### src/rtl/dsp_rd_order_ctrl_pkg.sv
// Shared types and defaults for the per-master read-order controller.
package dsp_rd_order_ctrl_pkg;

  localparam int AXI_LEN_W       = 8;
  localparam int DSP_OUTST_DEPTH = 8;
  localparam int DSP_SLV_AMT     = 2;
  localparam int DSP_SLV_ID_W    = $clog2(DSP_SLV_AMT);

  // One in-order queue entry; len is only stored when beat checking is built in.
  typedef struct packed {
    logic [DSP_SLV_ID_W-1:0] slv_id;
    logic [AXI_LEN_W-1:0]    len;
  } dsp_ord_ent_t;

  function automatic int dsp_ent_w(input int slv_id_w, input int len_w, input bit with_len);
    return with_len ? (slv_id_w + len_w) : slv_id_w;
  endfunction

endpackage

### src/rtl/dsp_rd_order_ctrl_if.sv
// AR/R observation bus between the master-side AR path, the RDATA dispatcher and the order controller.
interface dsp_rd_order_ctrl_if
  import dsp_rd_order_ctrl_pkg::*;
#(
  parameter int SLV_AMT  = DSP_SLV_AMT,
  parameter int SLV_ID_W = $clog2(SLV_AMT),
  parameter int CNT_W    = $clog2(DSP_OUTST_DEPTH) + 1,
  parameter int LEN_W    = AXI_LEN_W
);
  logic                m_ARVALID_i;
  logic [LEN_W-1:0]    m_ARLEN_i;
  logic [SLV_ID_W-1:0] ar_slv_id_i;
  logic                m_ARREADY_o;
  logic [SLV_AMT-1:0]  sa_ARVALID_o;
  logic [SLV_AMT-1:0]  sa_ARREADY_i;
  logic                m_RVALID_i;
  logic                m_RREADY_i;
  logic                m_RLAST_i;
  logic [SLV_ID_W-1:0] dsp_AR_slv_id_o;
  logic                dsp_AR_disable_o;
  logic [CNT_W-1:0]    outst_cnt_o;
  logic                rlast_err_o;

  modport master (
    output m_ARVALID_i, m_ARLEN_i, ar_slv_id_i, sa_ARREADY_i,
    output m_RVALID_i, m_RREADY_i, m_RLAST_i,
    input  m_ARREADY_o, sa_ARVALID_o, dsp_AR_slv_id_o, dsp_AR_disable_o,
    input  outst_cnt_o, rlast_err_o
  );

  modport slave (
    input  m_ARVALID_i, m_ARLEN_i, ar_slv_id_i, sa_ARREADY_i,
    input  m_RVALID_i, m_RREADY_i, m_RLAST_i,
    output m_ARREADY_o, sa_ARVALID_o, dsp_AR_slv_id_o, dsp_AR_disable_o,
    output outst_cnt_o, rlast_err_o
  );
endinterface

### src/rtl/dsp_rd_order_ctrl_fifo.sv
// Generic show-ahead FIFO: head visible on rd_dat whenever rd_vld; one-cycle write-to-read latency.
// Writes are dropped while full (wr_rdy=0), reads ignored while empty.
module dsp_rd_order_ctrl_fifo #(
  parameter int DATA_WIDTH = 1,
  parameter int FIFO_DEPTH = 8
) (
  input  logic                  clk,
  input  logic                  rst_n,
  input  logic                  wr_vld,
  input  logic [DATA_WIDTH-1:0] wr_dat,
  output logic                  wr_rdy,
  input  logic                  rd_rdy,
  output logic                  rd_vld,
  output logic [DATA_WIDTH-1:0] rd_dat
);
  localparam int AW = $clog2(FIFO_DEPTH);

  logic [DATA_WIDTH-1:0] mem [FIFO_DEPTH];
  logic [AW:0]           wr_ptr;
  logic [AW:0]           rd_ptr;
  logic                  push;
  logic                  pop;

  // Extra MSB on each pointer distinguishes full from empty after wrap.
  assign rd_vld = (wr_ptr != rd_ptr);
  assign wr_rdy = (wr_ptr[AW-1:0] != rd_ptr[AW-1:0]) || (wr_ptr[AW] == rd_ptr[AW]);
  assign push   = wr_vld & wr_rdy;
  assign pop    = rd_rdy & rd_vld;
  assign rd_dat = mem[rd_ptr[AW-1:0]];

  always_ff @(posedge clk or negedge rst_n) begin
    if (!rst_n) begin
      wr_ptr <= '0;
      rd_ptr <= '0;
    end else begin
      if (push) wr_ptr <= wr_ptr + (AW+1)'(1);
      if (pop)  rd_ptr <= rd_ptr + (AW+1)'(1);
    end
  end

  always_ff @(posedge clk) begin
    if (push) mem[wr_ptr[AW-1:0]] <= wr_dat;
  end

endmodule

### src/rtl/dsp_rd_order_ctrl.sv
// Read-order controller: queues the target slave of each accepted AR and steers the R dispatcher in issue order;
// head valid one cycle after push/pop. AR stalls at OUTST_DEPTH outstanding. DSP_RD_BEAT_CHECK_EN adds ARLEN/RLAST checking.
module dsp_rd_order_ctrl
  import dsp_rd_order_ctrl_pkg::*;
#(
  parameter int SLV_AMT     = DSP_SLV_AMT,
  parameter int SLV_ID_W    = $clog2(SLV_AMT),
  parameter int OUTST_DEPTH = DSP_OUTST_DEPTH,
  parameter int CNT_W       = $clog2(OUTST_DEPTH) + 1,
  parameter int LEN_W       = AXI_LEN_W
) (
  input  logic                ACLK_i,
  input  logic                ARESETn_i,
  dsp_rd_order_ctrl_if.slave  bus
);
`ifdef DSP_RD_BEAT_CHECK_EN
  localparam bit WITH_LEN = 1'b1;
`else
  localparam bit WITH_LEN = 1'b0;
`endif
  localparam int ENT_W = dsp_ent_w(SLV_ID_W, LEN_W, WITH_LEN);

  logic [CNT_W-1:0] cnt;
  logic             full;
  logic             empty;
  logic             head_vld;
  logic             fifo_wr_rdy;
  logic             ar_hs;
  logic             pop;
  logic [ENT_W-1:0] wr_ent;
  logic [ENT_W-1:0] head_ent;

  // AR gating depends only on the registered count, never on R inputs.
  assign full             = (cnt == CNT_W'(OUTST_DEPTH));
  assign bus.m_ARREADY_o  = bus.sa_ARREADY_i[bus.ar_slv_id_i] & ~full;
  assign ar_hs            = bus.m_ARVALID_i & bus.m_ARREADY_o;
  assign empty            = ~head_vld;
  assign pop              = bus.m_RVALID_i & bus.m_RREADY_i & bus.m_RLAST_i & ~empty;

  always_comb begin
    bus.sa_ARVALID_o = '0;
    for (int k = 0; k < SLV_AMT; k++) begin
      bus.sa_ARVALID_o[k] = bus.m_ARVALID_i & ~full & (bus.ar_slv_id_i == SLV_ID_W'(k));
    end
  end

  always_ff @(posedge ACLK_i or negedge ARESETn_i) begin
    if (!ARESETn_i) begin
      cnt <= '0;
    end else if (ar_hs && !pop) begin
      cnt <= cnt + CNT_W'(1);
    end else if (pop && !ar_hs) begin
      cnt <= cnt - CNT_W'(1);
    end
  end

`ifdef DSP_RD_BEAT_CHECK_EN
  logic [LEN_W-1:0] beat_cnt;
  logic [LEN_W-1:0] head_len;
  logic             r_hs;
  logic             err_q;

  assign wr_ent   = {bus.ar_slv_id_i, bus.m_ARLEN_i};
  assign head_len = head_ent[LEN_W-1:0];
  assign r_hs     = bus.m_RVALID_i & bus.m_RREADY_i & ~empty;

  always_ff @(posedge ACLK_i or negedge ARESETn_i) begin
    if (!ARESETn_i) begin
      beat_cnt <= '0;
      err_q    <= 1'b0;
    end else if (r_hs) begin
      if (bus.m_RLAST_i) begin
        beat_cnt <= '0;
        if (beat_cnt != head_len) err_q <= 1'b1;
      end else begin
        beat_cnt <= beat_cnt + LEN_W'(1);
        if (beat_cnt == head_len) err_q <= 1'b1;
      end
    end
  end

  assign bus.rlast_err_o = err_q;
`else
  assign wr_ent          = bus.ar_slv_id_i;
  assign bus.rlast_err_o = 1'b0;
`endif

  dsp_rd_order_ctrl_fifo #(
    .DATA_WIDTH (ENT_W),
    .FIFO_DEPTH (OUTST_DEPTH)
  ) u_ord_fifo (
    .clk    (ACLK_i),
    .rst_n  (ARESETn_i),
    .wr_vld (ar_hs),
    .wr_dat (wr_ent),
    .wr_rdy (fifo_wr_rdy),
    .rd_rdy (pop),
    .rd_vld (head_vld),
    .rd_dat (head_ent)
  );

  // Queue storage is not reset, so the id is forced to 0 while nothing is outstanding.
  assign bus.dsp_AR_slv_id_o  = empty ? '0 : head_ent[ENT_W-1 -: SLV_ID_W];
  assign bus.dsp_AR_disable_o = empty;
  assign bus.outst_cnt_o      = cnt;

endmodule

### src/flat_wrapper.sv
// flat-port wrapper written by rule: the top's interface ports become plain ports
module dsp_rd_order_ctrl_flat import dsp_rd_order_ctrl_pkg::*;
#(
  parameter int SLV_AMT     = DSP_SLV_AMT,
  parameter int SLV_ID_W    = $clog2(SLV_AMT),
  parameter int OUTST_DEPTH = DSP_OUTST_DEPTH,
  parameter int CNT_W       = $clog2(OUTST_DEPTH) + 1,
  parameter int LEN_W       = AXI_LEN_W
)
  (ACLK_i, ARESETn_i, bus_m_ARVALID_i, bus_m_ARLEN_i, bus_ar_slv_id_i, bus_sa_ARREADY_i, bus_m_RVALID_i, bus_m_RREADY_i, bus_m_RLAST_i, bus_m_ARREADY_o, bus_sa_ARVALID_o, bus_dsp_AR_slv_id_o, bus_dsp_AR_disable_o, bus_outst_cnt_o, bus_rlast_err_o);
  dsp_rd_order_ctrl_if #(.SLV_AMT(SLV_AMT), .SLV_ID_W(SLV_ID_W), .CNT_W(CNT_W), .LEN_W(LEN_W)) bus_i ();
  input  logic ACLK_i;
  input  logic ARESETn_i;
  input wire logic [$bits(bus_i.m_ARVALID_i)-1:0] bus_m_ARVALID_i;
  input wire logic [$bits(bus_i.m_ARLEN_i)-1:0] bus_m_ARLEN_i;
  input wire logic [$bits(bus_i.ar_slv_id_i)-1:0] bus_ar_slv_id_i;
  input wire logic [$bits(bus_i.sa_ARREADY_i)-1:0] bus_sa_ARREADY_i;
  input wire logic [$bits(bus_i.m_RVALID_i)-1:0] bus_m_RVALID_i;
  input wire logic [$bits(bus_i.m_RREADY_i)-1:0] bus_m_RREADY_i;
  input wire logic [$bits(bus_i.m_RLAST_i)-1:0] bus_m_RLAST_i;
  output wire logic [$bits(bus_i.m_ARREADY_o)-1:0] bus_m_ARREADY_o;
  output wire logic [$bits(bus_i.sa_ARVALID_o)-1:0] bus_sa_ARVALID_o;
  output wire logic [$bits(bus_i.dsp_AR_slv_id_o)-1:0] bus_dsp_AR_slv_id_o;
  output wire logic [$bits(bus_i.dsp_AR_disable_o)-1:0] bus_dsp_AR_disable_o;
  output wire logic [$bits(bus_i.outst_cnt_o)-1:0] bus_outst_cnt_o;
  output wire logic [$bits(bus_i.rlast_err_o)-1:0] bus_rlast_err_o;
  assign bus_i.m_ARVALID_i = bus_m_ARVALID_i;
  assign bus_i.m_ARLEN_i = bus_m_ARLEN_i;
  assign bus_i.ar_slv_id_i = bus_ar_slv_id_i;
  assign bus_i.sa_ARREADY_i = bus_sa_ARREADY_i;
  assign bus_i.m_RVALID_i = bus_m_RVALID_i;
  assign bus_i.m_RREADY_i = bus_m_RREADY_i;
  assign bus_i.m_RLAST_i = bus_m_RLAST_i;
  assign bus_m_ARREADY_o = bus_i.m_ARREADY_o;
  assign bus_sa_ARVALID_o = bus_i.sa_ARVALID_o;
  assign bus_dsp_AR_slv_id_o = bus_i.dsp_AR_slv_id_o;
  assign bus_dsp_AR_disable_o = bus_i.dsp_AR_disable_o;
  assign bus_outst_cnt_o = bus_i.outst_cnt_o;
  assign bus_rlast_err_o = bus_i.rlast_err_o;
  dsp_rd_order_ctrl #(.SLV_AMT(SLV_AMT), .SLV_ID_W(SLV_ID_W), .OUTST_DEPTH(OUTST_DEPTH), .CNT_W(CNT_W), .LEN_W(LEN_W)) u_core (.ACLK_i(ACLK_i), .ARESETn_i(ARESETn_i), .bus(bus_i));
endmodule
### config.mk
export PLATFORM = sky130hd
export DESIGN_NAME = dsp_rd_order_ctrl_flat
export DESIGN_NICKNAME = d
export VERILOG_FILES = /design/src/rtl/dsp_rd_order_ctrl_pkg.sv /design/src/rtl/dsp_rd_order_ctrl_if.sv /design/src/rtl/dsp_rd_order_ctrl_fifo.sv /design/src/rtl/dsp_rd_order_ctrl.sv /design/src/flat_wrapper.sv
export SDC_FILE = /design/constraint.sdc
export NUM_CORES = 1
export LEC_CHECK = 0
export CAP_MARGIN = 10
export CORE_ASPECT_RATIO = 0.9
export CORE_UTILIZATION = 35
export DETAILED_ROUTE_END_ITERATION = 8
export GPL_ROUTABILITY_DRIVEN = 0
export GPL_TIMING_DRIVEN = 0
export SLEW_MARGIN = 20
export SYNTH_ARGS = -nofsm -noshare
export SYNTH_HDL_FRONTEND = slang
export SYNTH_SLANG_ARGS = --single-unit
### constraint.sdc
create_clock -name ACLK_i -period 3 [get_ports ACLK_i]
set_clock_uncertainty 0.05 [all_clocks]
set_input_delay 0.45 -clock ACLK_i [delete_from_list [all_inputs] [get_ports ACLK_i]]
set_output_delay 0.45 -clock ACLK_i [all_outputs]
set_load 0.02 [all_outputs]
==> impl_metrics.env, run 1 <==
export IMPL_outcome="complete, no violations"
export IMPL_netlist_instances=103
export IMPL_slowest_stage="dfrtp_1"
export IMPL_grt_ovfl_total=0
export IMPL_maxCapViolCount=0
export IMPL_fin_tns_setup_ns=0
export IMPL_die_area_sq_um=3630
export IMPL_synthesis_nets=126
export IMPL_cts_tree="built"
export IMPL_synth_compound_area_frac=0.0717
export IMPL_clock_fmax_mhz=354
export IMPL_hold_violations=0
export IMPL_port_buffers=17
export IMPL_instances_no_fill=170
export IMPL_num_io_pins=27
export IMPL_synth_edf_count=8
export IMPL_drt_pass1_iterations=2
export IMPL_yosys_most_used_dff="dfrtp_1"
export IMPL_drc_errors=0
export IMPL_worstPathCellList="xor2_1, nor4_4, nor2_1, inv_1, ha_1, inv_1, ha_1, a21o_1, a21oi_1, mux2i_1, o31ai_1"
export IMPL_yosysWarnings=0
export IMPL_tightest_slew_ns=0.580
export IMPL_clock_sinks=20
export IMPL_power_density_nw_per_um2=1030
export IMPL_start_util=0.378
export IMPL_antenna_cells=0
export IMPL_synth_simple_area_share=0.178
export IMPL_antenna_left=0
export IMPL_clockBufferDepth=2
export IMPL_antenna_found_initial=0
export IMPL_drive_above_1_share=0.211
export IMPL_relSlewSlack=0.612
export IMPL_crit_arrival_ns=2.92
export IMPL_ys_seq_elements=20
export IMPL_cts_clk_slew_worst_paths_ns=0.08
export IMPL_drv_slew=0
export IMPL_cts_htree_levels=1
export IMPL_die_h_um=57.3
export IMPL_startpoint_type="register"
export IMPL_hold_class="primary input to async pin"
export IMPL_placedCellCount=162
export IMPL_post_route_period_util=0.943
export IMPL_crit_path_max_incr_delay_ns=0.42
export IMPL_synth_async_reset_ratio=0.600
export IMPL_finalPower_w=0.00158
export IMPL_cts_buffers=3
export IMPL_synth_xor_area_frac=0.0738
export IMPL_synth_cell_types=38
export IMPL_grt_pass1_vias=827
export IMPL_grt_max_degree=13
export IMPL_cts_root_buf="clkbuf_8"
export IMPL_area_delta_synth_final_pct=29.0
export IMPL_post_dp_hpwl_um=1760
export IMPL_core_sq_um=3140
export IMPL_seq_area_frac_synth=0.455
export IMPL_wl_per_cell_um=13.7
export IMPL_whs_ns=0.504
export IMPL_worstPathRequired_ns=3.09
export IMPL_muxShareOfSynthArea=0.0948
export IMPL_worst_path_max_fanout=5
export IMPL_vias=856
export IMPL_grt_usage=0.141
export IMPL_synth_top_family_by_area="simple AND/OR/NAND/NOR gates"
export IMPL_peakVddDrop_mv=0.378
export IMPL_finalWirelength_um=2340
export IMPL_endpoint_kind="register"
export IMPL_drt_iter0_drc=24
export IMPL_nFillCells=299
export IMPL_period_needed_ns=2.83
export IMPL_synthAdderAreaFrac=0.0695
export IMPL_die_w_um=63.4
export IMPL_syn_area_sq_um=1190
export IMPL_crit_type="register to register"
export IMPL_avgSynthCellArea_sq_um=11.5
export IMPL_finalNetCount=152
export IMPL_rrSetupSlack_ns=0.17
export IMPL_setup_viol=0
export IMPL_core_rowCount=19
export IMPL_grt_pass1_wl_um=3860
export IMPL_p_leak_nw=0.602
export IMPL_routed_via_density=5.04
export IMPL_insertion_delay_ns=0.26
[final timing paths]
kind / from / endpoint / cells past startpoint
min in group ACLK_i: u_core.bus.outst_cnt_o[2]$_DFFE_PN0P_ / u_core.bus.outst_cnt_o[2]$_DFFE_PN0P_ / 2
worst min register to register: u_core.bus.outst_cnt_o[2]$_DFFE_PN0P_ / u_core.bus.outst_cnt_o[2]$_DFFE_PN0P_ / 2
worst max-delay path: u_core.u_ord_fifo.rd_ptr[3]$_DFFE_PN0P_ / u_core.bus.outst_cnt_o[3]$_DFFE_PN0P_ / 11
worst max register to register: u_core.u_ord_fifo.rd_ptr[3]$_DFFE_PN0P_ / u_core.bus.outst_cnt_o[3]$_DFFE_PN0P_ / 11
worst min-delay path: ARESETn_i / u_core.u_ord_fifo.rd_ptr[2]$_DFFE_PN0P_ / 1
max in group asynchronous: ARESETn_i / u_core.bus.outst_cnt_o[0]$_DFFE_PN0P_ / 1
[metal layers]
layer | up-vias | routed length [um] | global-route usage
li1 | 423 | - | -
met1 | 413 | 1140 | 0.189
met5 | - | 0 | 0
met3 | 4 | 88 | 0.0260
met2 | 16 | 1080 | 0.222
met4 | 0 | 25 | 0.0682
[cell usage after synthesis, types with 2 or more instances]
| library cell | number | share of area |
|---|---|---|
| nor4_1 | 4 | 0.021 |
| buf_2 | 3 | 0.013 |
| ha_1 | 5 | 0.053 |
| xor2_1 | 6 | 0.044 |
| a21oi_1 | 2 | 0.0084 |
| nor4b_1 | 2 | 0.015 |
| nand2_1 | 4 | 0.013 |
| inv_1 | 7 | 0.022 |
| a211o_1 | 2 | 0.015 |
| nor3b_1 | 2 | 0.013 |
| mux2i_1 | 3 | 0.025 |
| dfrtp_1 | 12 | 0.25 |
| edfxtp_1 | 8 | 0.20 |
| nand3_1 | 3 | 0.013 |
| o21ai_0 | 2 | 0.0084 |
| nor3_1 | 10 | 0.042 |
| nor2_1 | 3 | 0.0095 |
| xnor2_1 | 4 | 0.030 |
| mux4_2 | 2 | 0.038 |
[per-stage QoR]
| stage | setup WS, ns | util | area (sq um) |
|---|---|---|---|
| finish | 0.171 | 0.488 | 1530 |
| global route | -0.00628 | 0.488 | 1530 |
| CTS | 0.0245 | 0.469 | 1470 |
| detailed placement | -0.422 | 0.452 | 1420 |
| global placement | -0.247 | 0.452 | 1420 |
| floorplan | 0.180 | - | 1200 |
[logic make-up after synthesis]
group / after synthesis
other: 1
xor gates and xnor gates: 10
buffers and inverters: 13
and+or+nand+nor: 34
AOI/OAI and AO/OA: 11
muxes: 8
DFF: 20
adders and majority gates: 6
[registers in the layout, summed over array words and instances (netlist names)]
name and count:
u_core.u_ord_fifo.wr_ptr 4, u_core.bus.outst_cnt_o 4, u_core.u_ord_fifo.mem 8, u_core.u_ord_fifo.rd_ptr 4
[placed cells by master (no fill, tap or decap), types with 2 or more instances in the layout]
cell,instances
clkbuf_8,4
inv_1,7
a211o_1,2
xor2_2,3
nand3_1,3
xor2_1,3
ha_1,5
mux2i_1,3
o21ai_0,2
nor3_1,10
clkdlybuf4s50_1,16
nor4_1,4
mux4_2,2
nor2_1,3
dfrtp_1,12
edfxtp_1,8
buf_4,5
nor4b_1,2
xnor2_1,4
nand2_1,4
buf_2,3
a21oi_1,2
nor3b_1,2
[layout make-up]
type,instances,area (sq um),share of cell area
Sequential cell,20,541,0.353
Buffer,6,37.5,0.0245
Clock buffer,4,55.1,0.0359
Inverter,7,26.3,0.0172
Tap cell,42,52.6,0.0343
Multi-Input combinational cell,70,621,0.405
Timing Repair Buffer,21,199,0.130
[power breakdown]
group | leakage [nW] | internal [W] | total, W | switching, W
sequential | 0.216 | 0.000377 | 0.000477 | 0.0000996
clock | 0.0288 | 0.000117 | 0.000210 | 0.0000933
combinational | 0.357 | 0.000413 | 0.000895 | 0.000481
total | 0.602 | 0.000908 | 0.00158 | 0.000674
[worst max-delay path, delay by kind of cell, from the launching register on]
family | cells | cell delay (ns)
and+or+nand+nor | 2 | 0.35
DFF | 1 | 0.42
AOI/OAI and AO/OA | 3 | 0.53
muxes | 1 | 0.20
buffers and inverters | 2 | 0.25
adders and majority gates | 2 | 0.51
xor gates and xnor gates | 1 | 0.40
[timing repair]
item | 4_1_cts | 5_1_grt
hold buffers | 0 | 0
pin swaps | 0 | 2
resized for setup | 1 | 5
buffers inserted | 0 | 4
endpoints found under the setup margin | 1 | 1
Power figures use the tool's default switching activity.
==> run 2, diff against run 1 <==
Clock period 3 ns to 2.5 ns, I/O delays scaled along.
==> impl_metrics.env, run 2 (synthesis gave the netlist of run 1 again) <==
export IMPL_power_frac_seq=0.295
export IMPL_grt_usage=0.154
export IMPL_finalWirelength_um=2600
export IMPL_antenna_cells=0
export IMPL_cts_tree="built"
export IMPL_pwr_share_clk=0.100
export IMPL_p_leak_nw=0.704
export IMPL_ctsHoldBuffers=0
export IMPL_die_w_um=63.4
export IMPL_period_needed_ns=2.44
export IMPL_die_h_um=57.3
export IMPL_drive_above_1_share=0.359
export IMPL_crit_top_cell="ha_4"
export IMPL_core_sq_um=3140
export IMPL_drv_slew=0
export IMPL_clockBufferDepth=2
export IMPL_grt_max_degree=13
export IMPL_largest_reg_flops=8
export IMPL_whs_path_depth=1
export IMPL_crit_type="register to register"
export IMPL_top_usage_layer="met2"
export IMPL_insertion_delay_ns=0.26
export IMPL_area_delta_synth_final_pct=45.5
export IMPL_port_buffers=17
export IMPL_start_util=0.378
export IMPL_core_rowCount=19
export IMPL_crit_path_max_incr_delay_ns=0.44
export IMPL_grt_ovfl_total=0
export IMPL_slowest_stage="dfrtp_1"
export IMPL_cts_htree_levels=1
export IMPL_outcome="complete, no violations"
export IMPL_use_met1=0.200
export IMPL_finalNetCount=166
export IMPL_num_io_pins=27
export IMPL_drt_iter0_drc=32
export IMPL_peakVddDrop_mv=0.704
export IMPL_crit_arrival_ns=2.53
export IMPL_maxCapViolCount=0
export IMPL_swShare=0.415
export IMPL_ff_latch_area_sq_um=544
export IMPL_met2_usage=0.252
export IMPL_tightest_slew_ns=0.604
export IMPL_drt_pass1_iterations=4
export IMPL_instances_no_fill=184
export IMPL_cts_root_buf="clkbuf_8"
export IMPL_worstPathRequired_ns=2.59
export IMPL_routed_via_density=4.97
export IMPL_p_int_w=0.00126
export IMPL_hold_class="primary input to register"
export IMPL_r2r_cells=11
export IMPL_relSlewSlack=0.596
export IMPL_placedCellCount=162
export IMPL_nFillCells=276
export IMPL_multi_input_area_sq_um=697
export IMPL_clock_fmax_mhz=410
export IMPL_pwr_share_comb=0.605
export IMPL_layout_common_cells="buf_4 (20), clkdlybuf4s50_1 (14), nor3_1 (10), dfrtp_1 (9), edfxtp_1 (8)"
export IMPL_setup_viol=0
export IMPL_cts_clk_slew_worst_paths_ns=0.07
export IMPL_power_density_nw_per_um2=1240
export IMPL_cts_buffers=3
export IMPL_layout_commonest_cell="buf_4"
export IMPL_grt_pass1_wl_um=4280
export IMPL_wl_per_cell_um=14.1
export IMPL_antenna_left=0
export IMPL_clock_sinks=20
export IMPL_hold_violations=0
export IMPL_vias=914
export IMPL_post_route_period_util=0.976
export IMPL_rsz0062_at_grt="true"
export IMPL_startpoint_type="register"
export IMPL_antenna_found_initial=0
export IMPL_grt_pass1_vias=923
export IMPL_drc_errors=0
export IMPL_finalPower_w=0.00215
export IMPL_worstPathCellList="xor2_2, nor4_4, nor2_2, inv_2, ha_4, inv_6, ha_4, a21o_1, a21oi_2, mux2i_1, o31ai_1"
export IMPL_worst_path_max_fanout=5
export IMPL_post_dp_hpwl_um=1800
export IMPL_endpoint_kind="register"
export IMPL_gr_usage_met3=0.0440
export IMPL_switchingPower_w=0.000891
export IMPL_die_area_sq_um=3630
[run 2: cell count changes in the layout (fill, tap and decap cells not counted), moves of 2 or more]
cell,change
buf_6,+2
buf_4,+15
ha_4,+2
buf_2,-3
dlymetal6s2s_1,+2
inv_1,-2
clkdlybuf4s50_1,-2
dfrtp_1,-3
dfrtp_2,+3
ha_1,-2
xor2_4,+2
[run 2: critical path: cells and delay by family (launching register included)]
kind / cells / cell delay [ns]
xor gates and xnor gates: 1 / 0.23
and+or+nand+nor: 2 / 0.45
DFF: 1 / 0.44
muxes: 1 / 0.19
buffers and inverters: 2 / 0.12
AOI/OAI and AO/OA: 3 / 0.47
adders and majority gates: 2 / 0.36
[run 2: path summary, 6_finish.rpt]
check | startpoint | endpoint | slack (ns)
worst max-delay path | u_core.u_ord_fifo.wr_ptr[3]$_DFFE_PN0P_ | u_core.bus.outst_cnt_o[3]$_DFFE_PN0P_ | 0.06
worst min-delay path | bus_ar_slv_id_i | u_core.u_ord_fifo.mem[3]$_DFFE_PP_ | 0.42
worst max register to register | u_core.u_ord_fifo.wr_ptr[3]$_DFFE_PN0P_ | u_core.bus.outst_cnt_o[3]$_DFFE_PN0P_ | 0.06
worst min register to register | u_core.bus.outst_cnt_o[2]$_DFFE_PN0P_ | u_core.bus.outst_cnt_o[2]$_DFFE_PN0P_ | 0.55
max in group asynchronous | ARESETn_i | u_core.u_ord_fifo.rd_ptr[1]$_DFFE_PN0P_ | 1.53
min in group asynchronous | ARESETn_i | u_core.bus.outst_cnt_o[2]$_DFFE_PN0P_ | 0.45
[run 2: power groups by stage]
stage	Sequential [W]	Clock [W]	Combinational, W
after global routing	0.000651	0.000234	0.00142
final	0.000632	0.000216	0.00130
after global placement	0.000588	0	0.00106
after CTS	0.000627	0.000219	0.00114
after floorplan	0.000611	0	0.000773
after detailed placement	0.000600	0	0.00108
[run 2: stage by stage]
step / setup TNS, ns / hold slack [ns] / setup slack, ns / instance area, sq um / util
after floorplan: -0.0246 / 0.0294 / -0.0246 / 1270 / -
after global placement: -1.34 / 0.488 / -0.530 / 1500 / 0.477
after detailed placement: -1.74 / 0.507 / -0.577 / 1500 / 0.477
after CTS: -0.00507 / 0.470 / -0.00507 / 1600 / 0.510
after global routing: -0.0357 / 0.449 / -0.0357 / 1730 / 0.551
final: 0 / 0.423 / 0.0589 / 1730 / 0.551
[run 2: final cells by class]
cell class | instances | share of cell area
Timing Repair Buffer | 36 | 0.181
Clock buffer | 4 | 0.0261
Tap cell | 42 | 0.0304
Multi-Input combinational cell | 70 | 0.403
Inverter | 7 | 0.0181
Sequential cell | 20 | 0.315
Buffer | 5 | 0.0261
[run 2: layer usage]
layer,routed length (um),share of wire
met1,1220,0.47
met2,1240,0.48
met3,117,0.045
met4,23,0.0088
met5,0,0
[run 2: timing repair]
item,CTS,global route
pin swaps,3,5
endpoints found under the setup margin,3,3
buffers inserted,4,15
gates resized for setup,6,8
==> run 3, diff against run 2 <==
Settings changed: CORE_ASPECT_RATIO 0.9 to 1.1, CORE_MARGIN from default to 2.
==> impl_metrics.env, run 3 (synthesis gave the netlist of run 1 again) <==
export IMPL_outcome="complete, no violations"
export IMPL_port_buffers=17
export IMPL_die_area_sq_um=3870
export IMPL_relSlewSlack=0.613
export IMPL_wl_per_cell_um=14.5
export IMPL_dp_slack_ns=-0.574
export IMPL_clock_sinks=20
export IMPL_ctsHoldBuffers=0
export IMPL_antenna_cells=0
export IMPL_endpoint_kind="register"
export IMPL_layout_common_cells="clkdlybuf4s50_1 (14), dfrtp_1 (12), buf_4 (11), nor3_1 (10), edfxtp_1 (8)"
export IMPL_hold_violations=0
export IMPL_maxCapViolCount=0
export IMPL_startpoint_type="register"
export IMPL_utilization=0.503
export IMPL_drt_pass1_iterations=4
export IMPL_nFillCells=307
export IMPL_start_util=0.359
export IMPL_hold_class="primary input to async pin"
export IMPL_post_dp_hpwl_um=1700
export IMPL_cts_htree_levels=1
export IMPL_slowest_stage="dfrtp_1"
export IMPL_crit_arrival_ns=2.58
export IMPL_worst_path_max_fanout=6
export IMPL_drive_above_1_share=0.306
export IMPL_grt_max_degree=13
export IMPL_postLayoutCellArea_sq_um=1660
export IMPL_power_density_nw_per_um2=1260
export IMPL_p_leak_nw=0.649
export IMPL_grt_pass1_wl_um=4220
export IMPL_layout_commonest_cell="clkdlybuf4s50_1"
export IMPL_worstPathCellList="buf_6, xor2_4, nor4_4, nor2_2, inv_2, ha_4, inv_6, ha_4, a21o_4, a21oi_2, mux2i_1, o31ai_1"
export IMPL_drv_slew=0
export IMPL_die_h_um=65.1
export IMPL_cts_buffers=3
export IMPL_die_w_um=59.5
export IMPL_place_area_sq_um=1490
export IMPL_grt_pass1_vias=896
export IMPL_grt_ovfl_total=0
export IMPL_drt_iter0_drc=14
export IMPL_clockBufferDepth=2
export IMPL_clock_fmax_mhz=409
export IMPL_core_sq_um=3300
export IMPL_vias=877
export IMPL_cts_clk_slew_worst_paths_ns=0.13
export IMPL_core_rowCount=22
export IMPL_setup_slack_ns=0.0556
export IMPL_post_route_period_util=0.978
export IMPL_crit_type="register to register"
export IMPL_tightest_slew_ns=0.579
export IMPL_largest_reg_flops=8
export IMPL_finalNetCount=158
export IMPL_cts_tree="built"
export IMPL_worstPathRequired_ns=2.64
export IMPL_crit_top_cell="ha_4"
export IMPL_antenna_left=0
export IMPL_routed_via_density=5.16
export IMPL_grt_usage=0.144
export IMPL_finalWirelength_um=2460
export IMPL_period_needed_ns=2.44
export IMPL_area_delta_synth_final_pct=39.9
export IMPL_insertion_delay_ns=0.31
export IMPL_num_io_pins=27
export IMPL_drc_errors=0
export IMPL_crit_path_max_incr_delay_ns=0.42
export IMPL_rsz0062_at_grt="true"
export IMPL_setup_viol=0
export IMPL_cts_root_buf="clkbuf_4"
export IMPL_antenna_found_initial=0
export IMPL_peakVddDrop_mv=0.630
[run 3: cell types whose count changed in the layout (fill, tap and decap cells not counted), moves of 2 or more]
cell            delta
buf_4              -9
clkbuf_4           +3
clkbuf_8           -3
dfrtp_1            +3
dfrtp_2            -3
dlygate4sd2_1      +3
dlymetal6s2s_1     -2
[run 3: power breakdown]
group	internal [W]	switching [W]
Clock	0.000162	0.000105
Sequential	0.000452	0.000150
Combinational	0.000610	0.000612
Total	0.00122	0.000867
[run 3: cell type report]
type,count,area [sq um],share of cell area
sequential,20,541,0.325
timing repair buffer,27,241,0.145
multi-input combinational,70,701,0.422
clock buffer,3,22.5,0.0136
tap,36,45.0,0.0271
buffer,6,50.0,0.0301
inverter,7,31.3,0.0188
clock inverter,1,30.0,0.0181
[run 3: worst paths after layout]
check	from	to	slack, ns	cells past startpoint
setup reg to reg	u_core.u_ord_fifo.wr_ptr[1]$_DFFE_PN0P_	u_core.bus.outst_cnt_o[3]$_DFFE_PN0P_	0.06	12
min in group ACLK_i	u_core.u_ord_fifo.wr_ptr[3]$_DFFE_PN0P_	u_core.u_ord_fifo.wr_ptr[3]$_DFFE_PN0P_	0.51	1
max in group asynchronous	ARESETn_i	u_core.u_ord_fifo.wr_ptr[2]$_DFFE_PN0P_	1.64	1
setup / recovery	u_core.u_ord_fifo.wr_ptr[1]$_DFFE_PN0P_	u_core.bus.outst_cnt_o[3]$_DFFE_PN0P_	0.06	12
hold / removal	ARESETn_i	u_core.u_ord_fifo.rd_ptr[2]$_DFFE_PN0P_	0.37	1
hold reg to reg	u_core.u_ord_fifo.wr_ptr[3]$_DFFE_PN0P_	u_core.u_ord_fifo.wr_ptr[3]$_DFFE_PN0P_	0.51	1
[run 3: layer usage]
layer  vias up  share of wire  track usage
met4         0         0.0093       0.0500
met2        21           0.45        0.225
met3         4          0.035       0.0200
li1        434              -            -
met1       418           0.50        0.203
met5         -              0            0
[run 3: stage by stage]
| stage | setup TNS [ns] | hold slack (ns) | total power [W] | instances |
|---|---|---|---|---|
| 6_report | 0 | 0.365 | 0.00209 | 170 |
| 3_5_place_dp | -1.62 | 0.494 | 0.00168 | 156 |
| 2_1_floorplan | -0.0246 | 0.0294 | 0.00138 | 103 |
| 4_1_cts | -0.0172 | 0.376 | 0.00204 | 164 |
| 3_3_place_gp | -1.18 | 0.493 | 0.00165 | 156 |
| 5_1_grt | -0.105 | 0.387 | 0.00226 | 170 |
[run 3: timing repair]
action / CTS / global route
pin swaps: 3 / 5
resized for setup: 8 / 2
endpoints found under the hold margin: 0 / 0
buffers inserted: 4 / 6
gates cloned: 0 / 0
endpoints found under the setup margin: 5 / 1
[run 3: worst max-delay path, delay by kind of cell (launching register included)]
family                   cells  cell delay (ns)
multiplexers                 1             0.19
adder cells (fa/ha/maj)      2             0.36
AO/OA/AOI/OAI                3             0.46
flip-flops                   1             0.42
XOR/XNOR                     1             0.19
buffers and inverters        3             0.27
AND/OR/NAND/NOR              2             0.39
